--- src/rtl/ulpi_pkg.sv ---
// Shared ULPI constants: link state encoding, TX CMD prefixes and the
// PHY register addresses used by the register-access controller.
package ulpi_pkg;

    typedef enum logic [3:0] {
        PHY_RST,
        INIT_WAIT,
        IDLE,
        TXCMD,
        WDATA,
        STOP,
        RD_TURN,
        RD_DATA,
        RD_END
    } ulpi_state_e;

    // TX CMD prefixes for immediate register write / read
    localparam logic [7:0] TXCMD_REG_WRITE = 8'h80;
    localparam logic [7:0] TXCMD_REG_READ  = 8'hC0;

    // Immediate PHY register addresses
    localparam logic [5:0] REG_VENDOR_ID_LOW = 6'h00;
    localparam logic [5:0] REG_FUNC_CTRL     = 6'h04;
    localparam logic [5:0] REG_OTG_CTRL      = 6'h0A;

    // Builds the TX CMD byte for an immediate register access
    function automatic logic [7:0] txcmd_byte(input logic wr, input logic [5:0] addr);
        return (wr ? TXCMD_REG_WRITE : TXCMD_REG_READ) | {2'b00, addr};
    endfunction

endpackage

--- src/rtl/ulpi_init_timer.sv ---
// Free-running cycle counter used to time the PHY reset pulse and the
// post-reset settling interval. Cleared on every controller state change.
module ulpi_init_timer #(
    parameter int unsigned WIDTH = 10
) (
    input  logic             CLKOUT,
    input  logic             reset,
    input  logic             clr_i,
    input  logic             en_i,
    output logic [WIDTH-1:0] count_o
);

    logic [WIDTH-1:0] count_q;
    logic [WIDTH-1:0] count_d;

    // Next count: clear has priority over increment
    always_comb begin
        count_d = count_q;
        if (clr_i) begin
            count_d = '0;
        end else if (en_i) begin
            count_d = count_q + WIDTH'(1);
        end
    end

    // Counter register, asynchronously cleared by reset
    always_ff @(posedge CLKOUT or negedge reset) begin
        if (!reset) begin
            count_q <= '0;
        end else begin
            count_q <= count_d;
        end
    end

    assign count_o = count_q;

endmodule

--- src/rtl/ulpi_reg_ctrl.sv ---
// ULPI link-side register access controller: sequences PHY reset and
// init, then performs immediate register writes/reads on request and
// aborts cleanly when the PHY takes the bus (DIR) mid-transfer.
module ulpi_reg_ctrl
    import ulpi_pkg::*;
#(
    parameter int unsigned RST_CYCLES  = 60,
    parameter int unsigned INIT_CYCLES = 600
) (
    input  logic       CLKOUT,
    input  logic       reset,
    input  logic       req_valid,
    input  logic       req_write,
    input  logic [5:0] req_addr,
    input  logic [7:0] req_wdata,
    output logic       req_ready,
    output logic       rsp_valid,
    output logic [7:0] rsp_rdata,
    output logic       rsp_err,
    output logic       init_done,
    input  logic       ulpi_dir,
    input  logic       ulpi_nxt,
    input  logic [7:0] ulpi_data_i,
    output logic [7:0] ulpi_data_o,
    output logic       ulpi_data_oe,
    output logic       ulpi_stp,
    output logic       phy_rst
);

    localparam int unsigned MAX_CYCLES = (RST_CYCLES > INIT_CYCLES) ? RST_CYCLES : INIT_CYCLES;
    localparam int unsigned CW         = $clog2(MAX_CYCLES + 1);

    ulpi_state_e state_q, state_d;
    logic        wr_q, wr_d;
    logic [5:0]  addr_q, addr_d;
    logic [7:0]  wdata_q, wdata_d;
    logic        abort_q, abort_d;
    logic        rsp_valid_q, rsp_valid_d;
    logic        rsp_err_q, rsp_err_d;
    logic [7:0]  rsp_rdata_q, rsp_rdata_d;
    logic        init_done_q, init_done_d;

    logic [CW-1:0] tmr_count;
    logic          tmr_en;
    logic          tmr_clr;
    logic          accept;

    assign tmr_en  = (state_q == PHY_RST) || (state_q == INIT_WAIT);
    assign tmr_clr = (state_d != state_q);

    ulpi_init_timer #(
        .WIDTH (CW)
    ) u_init_timer (
        .CLKOUT  (CLKOUT),
        .reset   (reset),
        .clr_i   (tmr_clr),
        .en_i    (tmr_en),
        .count_o (tmr_count)
    );

    assign accept = req_valid && req_ready;

    // Next-state logic; aborted transfers reuse RD_END to wait for DIR low,
    // with abort_q selecting the error response on the way back to IDLE
    always_comb begin
        state_d     = state_q;
        wr_d        = wr_q;
        addr_d      = addr_q;
        wdata_d     = wdata_q;
        abort_d     = abort_q;
        rsp_valid_d = 1'b0;
        rsp_err_d   = 1'b0;
        rsp_rdata_d = rsp_rdata_q;
        init_done_d = init_done_q;
        case (state_q)
            PHY_RST: begin
                if (tmr_count == CW'(RST_CYCLES - 1)) begin
                    state_d = INIT_WAIT;
                end
            end
            INIT_WAIT: begin
                if (tmr_count == CW'(INIT_CYCLES - 1)) begin
                    state_d     = IDLE;
                    init_done_d = 1'b1;
                end
            end
            IDLE: begin
                if (accept) begin
                    wr_d    = req_write;
                    addr_d  = req_addr;
                    wdata_d = req_wdata;
                    abort_d = 1'b0;
                    state_d = TXCMD;
                end
            end
            TXCMD: begin
                if (ulpi_dir) begin
                    abort_d = 1'b1;
                    state_d = RD_END;
                end else if (ulpi_nxt) begin
                    state_d = wr_q ? WDATA : RD_TURN;
                end
            end
            WDATA: begin
                if (ulpi_dir) begin
                    abort_d = 1'b1;
                    state_d = RD_END;
                end else if (ulpi_nxt) begin
                    state_d = STOP;
                end
            end
            STOP: begin
                state_d     = IDLE;
                rsp_valid_d = 1'b1;
            end
            RD_TURN: begin
                state_d = RD_DATA;
            end
            RD_DATA: begin
                if (ulpi_dir) begin
                    if (ulpi_nxt) begin
                        abort_d = 1'b1;
                    end else begin
                        rsp_rdata_d = ulpi_data_i;
                    end
                    state_d = RD_END;
                end
            end
            RD_END: begin
                if (!ulpi_dir) begin
                    state_d     = IDLE;
                    rsp_valid_d = 1'b1;
                    rsp_err_d   = abort_q;
                end
            end
            default: begin
                state_d = PHY_RST;
            end
        endcase
    end

    // State and datapath registers, asynchronously reset into PHY_RST
    always_ff @(posedge CLKOUT or negedge reset) begin
        if (!reset) begin
            state_q     <= PHY_RST;
            wr_q        <= 1'b0;
            addr_q      <= '0;
            wdata_q     <= '0;
            abort_q     <= 1'b0;
            rsp_valid_q <= 1'b0;
            rsp_err_q   <= 1'b0;
            rsp_rdata_q <= '0;
            init_done_q <= 1'b0;
        end else begin
            state_q     <= state_d;
            wr_q        <= wr_d;
            addr_q      <= addr_d;
            wdata_q     <= wdata_d;
            abort_q     <= abort_d;
            rsp_valid_q <= rsp_valid_d;
            rsp_err_q   <= rsp_err_d;
            rsp_rdata_q <= rsp_rdata_d;
            init_done_q <= init_done_d;
        end
    end

    // ULPI bus outputs; output enable drops combinationally as soon as DIR rises
    always_comb begin
        ulpi_data_o  = '0;
        ulpi_data_oe = 1'b0;
        ulpi_stp     = 1'b0;
        phy_rst      = 1'b0;
        req_ready    = 1'b0;
        case (state_q)
            PHY_RST: phy_rst = 1'b1;
            IDLE:    req_ready = !ulpi_dir;
            TXCMD: begin
                ulpi_data_o  = txcmd_byte(wr_q, addr_q);
                ulpi_data_oe = !ulpi_dir;
            end
            WDATA: begin
                ulpi_data_o  = wdata_q;
                ulpi_data_oe = !ulpi_dir;
            end
            STOP: begin
                ulpi_stp     = 1'b1;
                ulpi_data_oe = !ulpi_dir;
            end
            default: begin
                ulpi_data_o = '0;
            end
        endcase
    end

    assign rsp_valid = rsp_valid_q;
    assign rsp_err   = rsp_err_q;
    assign rsp_rdata = rsp_rdata_q;
    assign init_done = init_done_q;

endmodule

--- config.mk ---
export PLATFORM = sky130hd
export DESIGN_NAME = ulpi_reg_ctrl
export DESIGN_NICKNAME = d
export VERILOG_FILES = /design/src/rtl/ulpi_pkg.sv /design/src/rtl/ulpi_init_timer.sv /design/src/rtl/ulpi_reg_ctrl.sv
export SDC_FILE = /design/constraint.sdc
export NUM_CORES = 1
export LEC_CHECK = 0
export BUFFER_PORTS_ARGS = -buffer_cell sky130_fd_sc_hd__buf_2
export CAP_MARGIN = 30
export CORE_UTILIZATION = 48
export CTS_CLUSTER_DIAMETER = 50
export CTS_CLUSTER_SIZE = 14
export DETAILED_ROUTE_END_ITERATION = 8
export HOLD_SLACK_MARGIN = 0.12
export PLACE_DENSITY = 0.88
export SLEW_MARGIN = 20
export SYNTH_ARGS = -nofsm -noshare
export SYNTH_HDL_FRONTEND = slang
export SYNTH_HIERARCHICAL = 1
export SYNTH_SLANG_ARGS = --single-unit
--- constraint.sdc ---
create_clock -name CLKOUT -period 2.4 [get_ports CLKOUT]
set_input_delay 0.12 -clock CLKOUT [delete_from_list [all_inputs] [get_ports CLKOUT]]
set_output_delay 0.12 -clock CLKOUT [all_outputs]
set_load 0.05 [all_outputs]
After elaboration in Yosys (flattened, before gate mapping)
Index checks and enable logic that the tools add are counted.
W data, S select, Z words.

word-level totals
  register bits after elaboration = 41
  input port bits = 28
  output and inout bits = 23
  logic and storage cells = 68

cells by class
  add/sub/neg operators = 1
  equality and inequality tests = 15
  mux-type cells = 28
  bitwise operators = 2
  reductions and logical operators = 12

operators by type and width
  operator                 number
  $mux W4                  9
  $pmux W4 S9              1
  $mux W10                 2
  $eq A4 B3 Y1 const B     4
  $pmux W8 S2              1
  $mux W1                  11
  $add A10 B1 Y10 const B  1
  $eq A10 B10 Y1 const B   1
  $eq A10 B6 Y1 const B    1
  $eq A4 B2 Y1 const B     2
  $or A8 B6 Y8             1
  $mux W7                  1
  $ne A2 B2 Y1 const B     3
  $reduce_and A5 Y1        1
  $eq A4 B1 Y1 const B     1
  $eq A4 B4 Y1 const B     1
  $logic_not A4 Y1         1
  $ne A4 B4 Y1             1
  $reduce_and A2 Y1        2
  $pmux W1 S3              1
  $reduce_and A3 Y1        1
  $reduce_bool A3 Y1       1
  $reduce_or A3 Y1         1
  $mux W2                  1
  8 further kinds          8

Longest topological paths before layout
Gate-level depths: netlist of the first run.

  depth in word-level cells = 7
  mapped depth = 9
  gate-level depth less buffers = 7

Modules after synthesis
The synthesis of the first run kept the hierarchy.

by module, submodules not included
  module           times used  cells each  area an instance (um^2)  seq. area each (um^2)
  ulpi_reg_ctrl    1           145         1635.3                   775.7
  ulpi_init_timer  1           47          495.5                    250.2

Worst setup path before layout of the first run
No wires, ideal clock.

  path type = reg-to-reg
  start = register state_q[2]
  end = register u_init_timer.count_q[7], in the netlist u_init_timer/count_o[7]
  library setup time = 0.078 ns
  arrival = 2.706 ns
  data required time = 2.322 ns
  setup slack = -0.384 ns
  cell stages (with the launch flop) = 9
  path buffers = 1
  clock period less this slack = 2.784 ns
  cells stage by stage = dfrtp_1 buf_4 or3_1 nor2_1 nand2_1 o2111ai_1 o2111ai_4 or4_1 a21oi_1

on the way
  cells in the longest elaborated chain, start to end = 7
  elaborated cells between the ends (all ways) = 25
  those cells by class = 9 x eq/ne; 12 x mux; 4 x reduce/logical

RTL lines
  what                                                   line                                       text
  start, declared                                        ulpi_reg_ctrl.sv:33                        ulpi_state_e state_q, state_d;
  start signal, assigned                                 ulpi_reg_ctrl.sv:155                       state_q <= state_d;
  $eq A4 B2 Y1                                           ulpi_reg_ctrl.sv:75, ulpi_reg_ctrl.sv:174
  $mux W1                                                ulpi_reg_ctrl.sv:174                       case (state_q)
  $logic_and A1 B1 Y1                                    ulpi_reg_ctrl.sv:61                        assign accept = req_valid && req_ready;
  $mux W4                                                ulpi_reg_ctrl.sv:88                        if (accept) begin
  $pmux W4 S9                                            ulpi_reg_ctrl.sv:75                        case (state_q)
  $ne A4 B4 Y1 (*)                                       ulpi_reg_ctrl.sv:49                        assign tmr_clr = (state_d != state_q);
  named net tmr_clr                                      ulpi_reg_ctrl.sv:45                        logic tmr_clr;
  $mux W10 / $reduce_bool A2 Y1 (equally long branches)  n/a
  end signal, assigned                                   ulpi_init_timer.sv:31                      count_q <= count_d;
  end, declared                                          ulpi_init_timer.sv:13                      logic [WIDTH-1:0] count_q;

The timed path passes the listed nets; every way through them passes the cells marked *.
A chain may end at the register's enable or synchronous reset.

Worst setup path in the final report of the first run
  start = register u_init_timer.count_q[5], in the netlist u_init_timer/count_o[5]
  end = register u_init_timer.count_q[8], in the netlist u_init_timer/count_o[8]

on the way
  cells in the longest elaborated chain, start to end = 5
  elaborated cells between the ends (all ways) = 10
  those cells by class = 1 x add/sub; 3 x eq/ne; 5 x mux; 1 x reduce/logical

RTL lines
  what                                                    line
  $eq A10 B10 Y1 / $eq A10 B6 Y1 (equally long branches)  ulpi_reg_ctrl.sv:82, ulpi_reg_ctrl.sv:77
  $mux W4, on equally long branches                       ulpi_reg_ctrl.sv:82, ulpi_reg_ctrl.sv:77
  $pmux W4 S9 (*)                                         ulpi_reg_ctrl.sv:75
  $ne A4 B4 Y1 (*)                                        ulpi_reg_ctrl.sv:49
  named net tmr_clr                                       ulpi_reg_ctrl.sv:45
  $mux W10 / $reduce_bool A2 Y1 (equally long branches)   n/a

The timed path passes the listed nets; every way through them passes the cells marked *. The select of a mux whose other input is x is not followed.

==> flow_summary.yaml, run 1 <==
run_status:
  status: "finished, final reports clean"
floorplanning:
  die_y_um: 68.6
  core_um2: 4140
  io_pins: 51
  rows: 23
  dieArea_um2: 4710
  die_w_um: 68.6
  start_util_pct: 51.4
detailed_routing:
  vias: 1827
  vias_per_cell: 5.57
  wl_per_cell_um: 15.9
  first_pass_iters: 4
  ant_nets: 0
  drt_wl_total_mm: 5.22
  route.detailed.drc: 0
  drt_iter0_drc: 87
synth:
  synth_edf_count: 0
  synth.area.top_cells: "dfrtp_1 (48%), mux2_2 (7.9%), mux2_4 (5.6%), a22oi_1 (3.2%), nor2_1 (3.0%)"
  synth_fp_nets: 221
  synth-seq-cells: 41
  synth_ff_type: "dfrtp_1"
  async_flop_share_pct: 100
  synth.top_cell.area_share_pct: 48.2
  seq_area_frac_synth_pct: 48.2
  syn_area_um2: 2130
  synth.yosys.warnings: 6
  synth.avg_cell_area_um2: 11.1
  synth_area_leader_cell: "dfrtp_1"
  netlist_instances: 192
  synth_cell_types: 47
power_and_ir_drop:
  total_power_uw: 2380
  p_per_area_nw_per_um2: 829
  p_switching_uw: 874
  swShare_pct: 36.7
  internal-power_uw: 1510
  ir_worst_vdd_mv: 0.655
  pwr-share-clk_pct: 18.7
  pwr-share-comb_pct: 37.3
  pwr-share-seq_pct: 44.0
  leakage_uw: 0.00143
finish:
  most-common-layout-cells: "buf_2 (50), dfrtp_1 (40), dlygate4sd3_1 (24)"
  drive_gt1_share_pct: 38.8
  area_growth_syn_to_layout_pct: 35.0
  layout_commonest_cell: "buf_2"
  diodes: 0
  nets: 306
clocking:
  clkSinkCount: 41
  path_clk_slew_ns: 0.08
  clk_path_buf_depth: 2
  ctsHtreeMaxLevel: 2
  root_buffer: "clkbuf_8"
  cts_tree: "yes"
  clk_latency_ns: 0.30
  cts_buffers: 5
critical_path:
  slowest_delay_ns: 0.53
  crit_required_ns: 2.63
  cp.buffers_inverters: 0
  critPathMaxFanout: 10
  arrival_ns: 2.57
  worstSetupPathType: "flop to flop"
  timing.critical_path.depth: 7
  slowest_stage: "or4_1"
  end_kind: "flop"
  reg2reg_depth: 7
  crit_family: "simple AND/OR/NAND/NOR gates"
  path_cells: "nor4bb_2 > and4_1 > o2111ai_1 > o2111ai_2 > o2111ai_4 > or4_1 > a21oi_1"
  start_kind: "flop"
sta:
  worstMarginPinSlew_ns: 0.400
  min_period_ns: 2.34
  clock.fmax_mhz: 428
  setup_ws_ns: 0.0626
  max_slew_margin_pct: 73.2
  hold_viol_final: 0
  clock_skew_ns: 0.00479
  maxSlewViolCount: 0
  final-setup-viol-count: 0
  period_share_pct: 97.4
global_route:
  grtUsageTotal_pct: 22.7
  grt-busiest-layer: "met2"
  grt_overflow: 0
  grt_use_met2_pct: 37.7
  grt_pass1_vias: 1679
  grt_max_degree: 42
  antenna_found_initial: 0
  globalRouteMet1Util_pct: 28.1
  grt_pass1_wl_mm: 7.65
  grt_use_met3_pct: 4.77
place:
  detailedPlace.worstSlack_ns: -0.00851
  io_buffers: 50
  hpwl_mm: 3.15
  globalplace.congestion: 0.820
run:
  drv_cap: 0
worst_hold_path:
  hold_depth: 3
  hp-class: "input pin to flop"
[cells by family after synthesis]
logic type / share of synthesized area (%)
AND/OR/NAND/NOR: 18.3
flip-flops: 48.2
adder cells (fa/ha/maj): 0.587
multiplexers: 14.5
buffers and inverters: 3.76
AO/OA/AOI/OAI: 12.6
XOR/XNOR: 2.06
[power groups by stage]
stage | Combinational (uW) | Sequential [uW] | Clock [uW]
floorplan | 584 | 1030 | 0
global placement | 797 | 1040 | 0
detailed placement | 821 | 1050 | 0
CTS | 860 | 1040 | 458
global route | 973 | 1080 | 482
finish | 889 | 1050 | 446
[worst min-delay path: cells and delay by family]
family                 cells  cell delay [ns]
buffers and inverters      1             0.13
AND/OR/NAND/NOR            1             0.09
AO/OA/AOI/OAI              1             0.06
[routing by layer]
layer,wire length (um),share of wire [%]
met2,2670,51
met4,66,1.3
met5,0,0
met3,274,5.3
met1,2210,42
[Yosys cell counts, types with 2 or more instances]
library cell  instances
a22oi_1               9
nand4_1               4
buf_6                 2
or4_1                 3
nor3_1                4
dfrtp_1              41
inv_1                 3
nand2_1              10
nor3b_1               3
xor2_1                4
a21oi_1              10
nor4bb_1              3
buf_1                 2
or3_1                 2
nand2b_1              3
o21ai_0               6
clkbuf_1              5
mux2_2               15
mux2_4                8
buf_4                 2
mux2i_1               2
o31ai_1               3
nor2_1               17
o2111ai_1             2
and2_1                2
a211o_1               2
nor2b_1               5
[flip-flops by register name, indices dropped and copies added, names as in the netlist]
signal	cells
u_init_timer/count_o	10
rsp_rdata	8
wdata_q	8
addr_q	6
state_q	4
abort_q	1
init_done	1
rsp_err	1
rsp_valid	1
wr_q	1
[final timing paths]
kind / startpoint / end / slack [ns]
setup / recovery: u_init_timer/count_o[5] / u_init_timer/count_o[8] / 0.06
hold / removal: ulpi_nxt / state_q[2] / 0.14
setup reg to reg: u_init_timer/count_o[5] / u_init_timer/count_o[8] / 0.06
hold reg to reg: init_done / init_done / 0.47
max in group asynchronous: reset / state_q[1] / 1.71
min in group asynchronous: reset / rsp_rdata[4] / 0.22
[per-stage QoR]
step	setup TNS, ns	instances	util, %	cell area, um2	hold slack (ns)
after global routing	-0.00152	328	69.4	2880	0.167
final	0	328	69.4	2880	0.141
after CTS	0	326	68.2	2830	0.132
after detailed placement	-0.00851	294	60.2	2490	0.302
after floorplan	0	192	-	2140	-0.176
after global placement	0	294	60.2	2490	0.303
[cell type report]
cell class | instances | area [um2]
clock inverter | 3 | 17.5
inverter | 3 | 11.3
clock buffer | 5 | 68.8
timing repair buffer | 90 | 623
multi-input combinational | 136 | 1070
tap | 50 | 62.6
fill | 309 | 1270
sequential | 41 | 1030
[repair_timing]
action                                  CTS  global route
gates resized for setup                   2             3
pin swaps                                 0             1
endpoints found under the setup margin    1             5
hold buffers                             24             0
buffers inserted                          0             1
endpoints found under the hold margin    64             0
No activity file was read; power rests on OpenSTA's default activity.
==> run 2, diff against run 1 <==
--- a/config.mk
+++ b/config.mk
@@ -12,7 +12,7 @@
 export CTS_CLUSTER_SIZE = 14
 export DETAILED_ROUTE_END_ITERATION = 8
 export HOLD_SLACK_MARGIN = 0.12
-export PLACE_DENSITY = 0.88
+export PLACE_DENSITY = 0.86
 export SLEW_MARGIN = 20
 export SYNTH_ARGS = -nofsm -noshare
 export SYNTH_HDL_FRONTEND = slang
==> flow_summary.yaml, run 2 (same netlist as run 1, synthesis figures left out) <==
run_status:
  status: "finished, final reports clean"
sta:
  clock.fmax_mhz: 441
  holdWs_ns: 0.190
  clock_skew_ns: 0.0104
  hold_viol_final: 0
  max_slew_margin_pct: 76.1
  min_period_ns: 2.27
  finalSetupTns_ns: 0
  maxSlewViolCount: 0
  final-setup-viol-count: 0
  worstMarginPinSlew_ns: 0.357
  period_share_pct: 94.5
finish:
  nets: 306
  largest_register_ffs: 10
  fin_cells: 328
  diodes: 0
  fin_util_pct: 70.1
  drive_gt1_share_pct: 39.2
  area_growth_syn_to_layout_pct: 36.3
  most-common-layout-cells: "buf_2 (50), dfrtp_1 (39), dlygate4sd3_1 (24)"
  layout_commonest_cell: "buf_2"
detailed_routing:
  route.detailed.drc: 0
  first_pass_iters: 4
  drt_wl_total_mm: 5.29
  drt_iter0_drc: 118
  vias: 1858
  wl_per_cell_um: 16.1
  ant_nets: 0
  vias_per_cell: 5.66
floorplanning:
  start_util_pct: 51.4
  io_pins: 51
  core_um2: 4140
  die_y_um: 68.6
  die_w_um: 68.6
  rows: 23
  dieArea_um2: 4710
global_route:
  grt_max_degree: 42
  antenna_found_initial: 0
  grt_pass1_vias: 1798
  grt_overflow: 0
  grt_pass1_wl_mm: 8.19
  grtUsageTotal_pct: 24.5
critical_path:
  arrival_ns: 2.48
  worstSetupPathType: "flop to flop"
  crit_required_ns: 2.62
  slowest_stage: "dfrtp_1"
  start_kind: "flop"
  crit_family: "simple AND/OR/NAND/NOR gates"
  slowest_delay_ns: 0.44
  path_cells: "nor4bb_2 > and4_1 > o2111ai_1 > o2111ai_2 > o2111ai_4 > buf_4 > or3_1 > a21oi_1"
  cp.buffers_inverters: 1
  end_kind: "flop"
  critPathMaxFanout: 8
place:
  io_buffers: 50
  hpwl_mm: 3.31
  place_inst: 293
  globalplace.congestion: 0.848
power_and_ir_drop:
  ir_worst_vdd_mv: 0.540
  swShare_pct: 34.6
  pwr-share-comb_pct: 35.0
  leakage_uw: 0.00144
  internal-power_uw: 1650
  pwr-share-clk_pct: 22.8
  total_power_uw: 2520
  p_switching_uw: 873
  pwr-share-seq_pct: 42.2
  p_per_area_nw_per_um2: 869
clocking:
  ctsHtreeMaxLevel: 2
  clk_latency_ns: 0.29
  cts_tree: "yes"
  root_buffer: "clkbuf_8"
  clkSinkCount: 41
  clk_path_buf_depth: 2
  path_clk_slew_ns: 0.07
  cts_buffers: 5
run:
  drv_cap: 0
worst_hold_path:
  hp-class: "input pin to flop"
[run 2: cell types whose count changed in the layout (fill, tap and decap cells not counted), sizes merged]
cell / delta
clkinvlp: -1
bufinv: +1
clkbuf: +2
clkinv: -2
[run 2: power by group through the flow]
stage | Combinational (uW) | Clock [uW] | Sequential (uW)
2_1_floorplan | 584 | 0 | 1030
3_3_place_gp | 787 | 0 | 1040
3_5_place_dp | 819 | 0 | 1060
4_1_cts | 851 | 580 | 1050
5_1_grt | 956 | 618 | 1090
6_report | 884 | 575 | 1060
[run 2: metrics by stage]
stage	instance area, um2	worst slack [ns]
floorplan	2140	0.0224
global placement	2490	0.140
detailed placement	2490	0.0199
CTS	2840	0.0139
global route	2900	-0.00544
finish	2900	0.131
[run 2: timing repair]
action,CTS,global route
endpoints found under the setup margin,0,5
hold buffers,24,0
resized for setup,0,6
endpoints found under the hold margin,64,0
setup buffers,0,2
[run 2: final timing paths]
check / endpoint / from / cells past startpoint / slack (ns)
hold / removal: state_q[2] / ulpi_nxt / 3 / 0.19
setup reg to reg: u_init_timer/count_o[6] / u_init_timer/count_o[7] / 8 / 0.13
min in group asynchronous: rsp_err / reset / 2 / 0.23
hold reg to reg: init_done / init_done / 1 / 0.47
max in group asynchronous: state_q[1] / reset / 3 / 1.69
setup / recovery: u_init_timer/count_o[6] / u_init_timer/count_o[7] / 8 / 0.13
[run 2: worst min-delay path, stage by stage]
cell and delay [ns]:
buf_2 0.13, nand4b_1 0.08, a21oi_1 0.09
[run 2: layer usage]
metal / track usage [%] / vias to the layer above / part of all wire [%]
met3: 4.44 / 20 / 4.3
met2: 40.3 / 67 / 51
li1: - / 870 / -
met4: 18.0 / 0 / 4.5
met5: 0 / - / 0
met1: 28.5 / 901 / 40
[run 2: final cells by class]
cell class              instances  area [um2]
inverters                       3        11.3
clock buffers                   7        86.3
clock inverters                 1        30.0
repair buffers                 90         623
fillers                       301        1240
flip-flops and latches         41        1030
well taps                      50        62.6
multi-input cells             136        1060
==> run 3, diff against run 2 <==
--- a/config.mk
+++ b/config.mk
@@ -13,6 +13,7 @@
 export DETAILED_ROUTE_END_ITERATION = 8
 export HOLD_SLACK_MARGIN = 0.12
 export PLACE_DENSITY = 0.86
+export RECOVER_POWER = 50
 export SLEW_MARGIN = 20
 export SYNTH_ARGS = -nofsm -noshare
 export SYNTH_HDL_FRONTEND = slang
==> flow_summary.yaml, run 3 (same netlist as run 1, synthesis figures left out) <==
run_status:
  status: "finished, final reports clean"
clocking:
  cts_tree: "yes"
  clk_path_buf_depth: 2
  root_buffer: "clkbuf_8"
  path_clk_slew_ns: 0.07
  ctsHtreeMaxLevel: 2
  clkSinkCount: 41
  clk_latency_ns: 0.29
  cts_buffers: 5
global_route:
  globalRouteMet1Util_pct: 28.5
  grtUsageTotal_pct: 24.5
  grt_use_met2_pct: 40.3
  grt_use_met3_pct: 4.44
  antenna_found_initial: 0
  grt-busiest-layer: "met2"
  grt_pass1_wl_mm: 8.19
  grt_pass1_vias: 1798
  grt_overflow: 0
  grt_max_degree: 42
floorplanning:
  start_util_pct: 51.4
  io_pins: 51
  rows: 23
  core_um2: 4140
  dieArea_um2: 4710
  die_y_um: 68.6
  die_w_um: 68.6
sta:
  clock_skew_ns: 0.0107
  period_share_pct: 94.6
  finalSetupTns_ns: 0
  max_slew_margin_pct: 49.8
  setup_ws_ns: 0.131
  maxSlewViolCount: 0
  worstMarginPinSlew_ns: 0.752
  clock.fmax_mhz: 441
  hold_viol_final: 0
  holdWs_ns: 0.191
  min_period_ns: 2.27
  final-setup-viol-count: 0
finish:
  most-common-layout-cells: "dfrtp_1 (39), buf_2 (38), dlygate4sd3_1 (24)"
  largest_register_ffs: 10
  drive_gt1_share_pct: 34.9
  nets: 306
  fin_util_pct: 69.4
  diodes: 0
  area_growth_syn_to_layout_pct: 34.9
  nFillCells: 306
  regArea_um2: 1030
  layout_commonest_cell: "dfrtp_1"
  multi_input_area_um2: 1060
  fin_cells: 328
detailed_routing:
  route.detailed.drc: 0
  ant_nets: 0
  vias_per_cell: 5.68
  drt_iter0_drc: 94
  drt_wl_total_mm: 5.30
  vias: 1864
  wl_per_cell_um: 16.2
  first_pass_iters: 4
critical_path:
  worstSetupPathType: "flop to flop"
  slowest_stage: "dfrtp_1"
  end_kind: "flop"
  cp.buffers_inverters: 1
  path_cells: "nor4bb_2 > and4_1 > o2111ai_1 > o2111ai_2 > o2111ai_4 > buf_4 > or3_1 > a21oi_1"
  start_kind: "flop"
  arrival_ns: 2.48
  critPathMaxFanout: 8
  crit_required_ns: 2.61
  slowest_delay_ns: 0.44
  crit_family: "simple AND/OR/NAND/NOR gates"
  reg2reg_slack_ns: 0.13
power_and_ir_drop:
  pwr-share-comb_pct: 34.9
  ir_worst_vdd_mv: 0.540
  pwr-share-seq_pct: 42.2
  internal-power_uw: 1650
  p_switching_uw: 873
  swShare_pct: 34.6
  leakage_uw: 0.00138
  p_per_area_nw_per_um2: 877
  pwr-share-clk_pct: 22.8
place:
  hpwl_mm: 3.31
  detailedPlace.worstSlack_ns: 0.0199
  io_buffers: 50
  place_inst: 293
  globalplace.congestion: 0.848
worst_hold_path:
  hp-class: "input pin to flop"
run:
  drv_cap: 0
-- run 3: layer usage --
metal	vias to the layer above	routed length, um	part of all wire, %
li1	870	-	-
met1	902	2100	39
met2	72	2720	51
met3	20	251	4.7
met4	0	240	4.5
met5	-	0	0
-- run 3: timing repair --
item                                   CTS  global route
gates resized for setup                  0             6
setup endpoints to repair                0             5
hold buffers                            24             0
endpoints found under the hold margin   64             0
setup buffers                            0             2
-- run 3: final cells by class --
| type | count | share of cell area, % |
|---|---|---|
| clock buffer | 7 | 3.00 |
| multi-input combinational | 136 | 37.0 |
| timing repair buffer | 90 | 20.6 |
| inverter | 3 | 0.392 |
| sequential | 41 | 35.8 |
| tap | 50 | 2.18 |
| clock inverter | 1 | 1.04 |
-- run 3: stage by stage --
step	total power, uW	cell area, um2
floorplan	1620	2140
CTS	2480	2840
detailed placement	1880	2490
global placement	1830	2490
global route	2660	2870
finish	2520	2870
-- run 3: worst paths after layout --
| kind | from | end | cells after the start |
|---|---|---|---|
| min | ulpi_nxt | state_q[2] | 3 |
| min in group asynchronous | reset | rsp_err | 2 |
| max in group asynchronous | reset | state_q[1] | 3 |
| min reg2reg | init_done | init_done | 1 |
| max reg2reg | u_init_timer/count_o[7] | u_init_timer/count_o[6] | 8 |
| max | u_init_timer/count_o[7] | u_init_timer/count_o[6] | 8 |
-- run 3: power groups by stage --
stage / clock network, uW / registers (uW) / logic, uW
4_1_cts: 580 / 1050 / 851
3_3_place_gp: 0 / 1040 / 787
6_report: 576 / 1060 / 880
5_1_grt: 618 / 1090 / 952
3_5_place_dp: 0 / 1060 / 819
2_1_floorplan: 0 / 1030 / 584
-- run 3: tightest hold or removal path: cells and delay by family --
family                 cells  cell delay [ns]
buffers and inverters      1             0.13
AO/OA/AOI/OAI              1             0.09
AND/OR/NAND/NOR            1             0.08
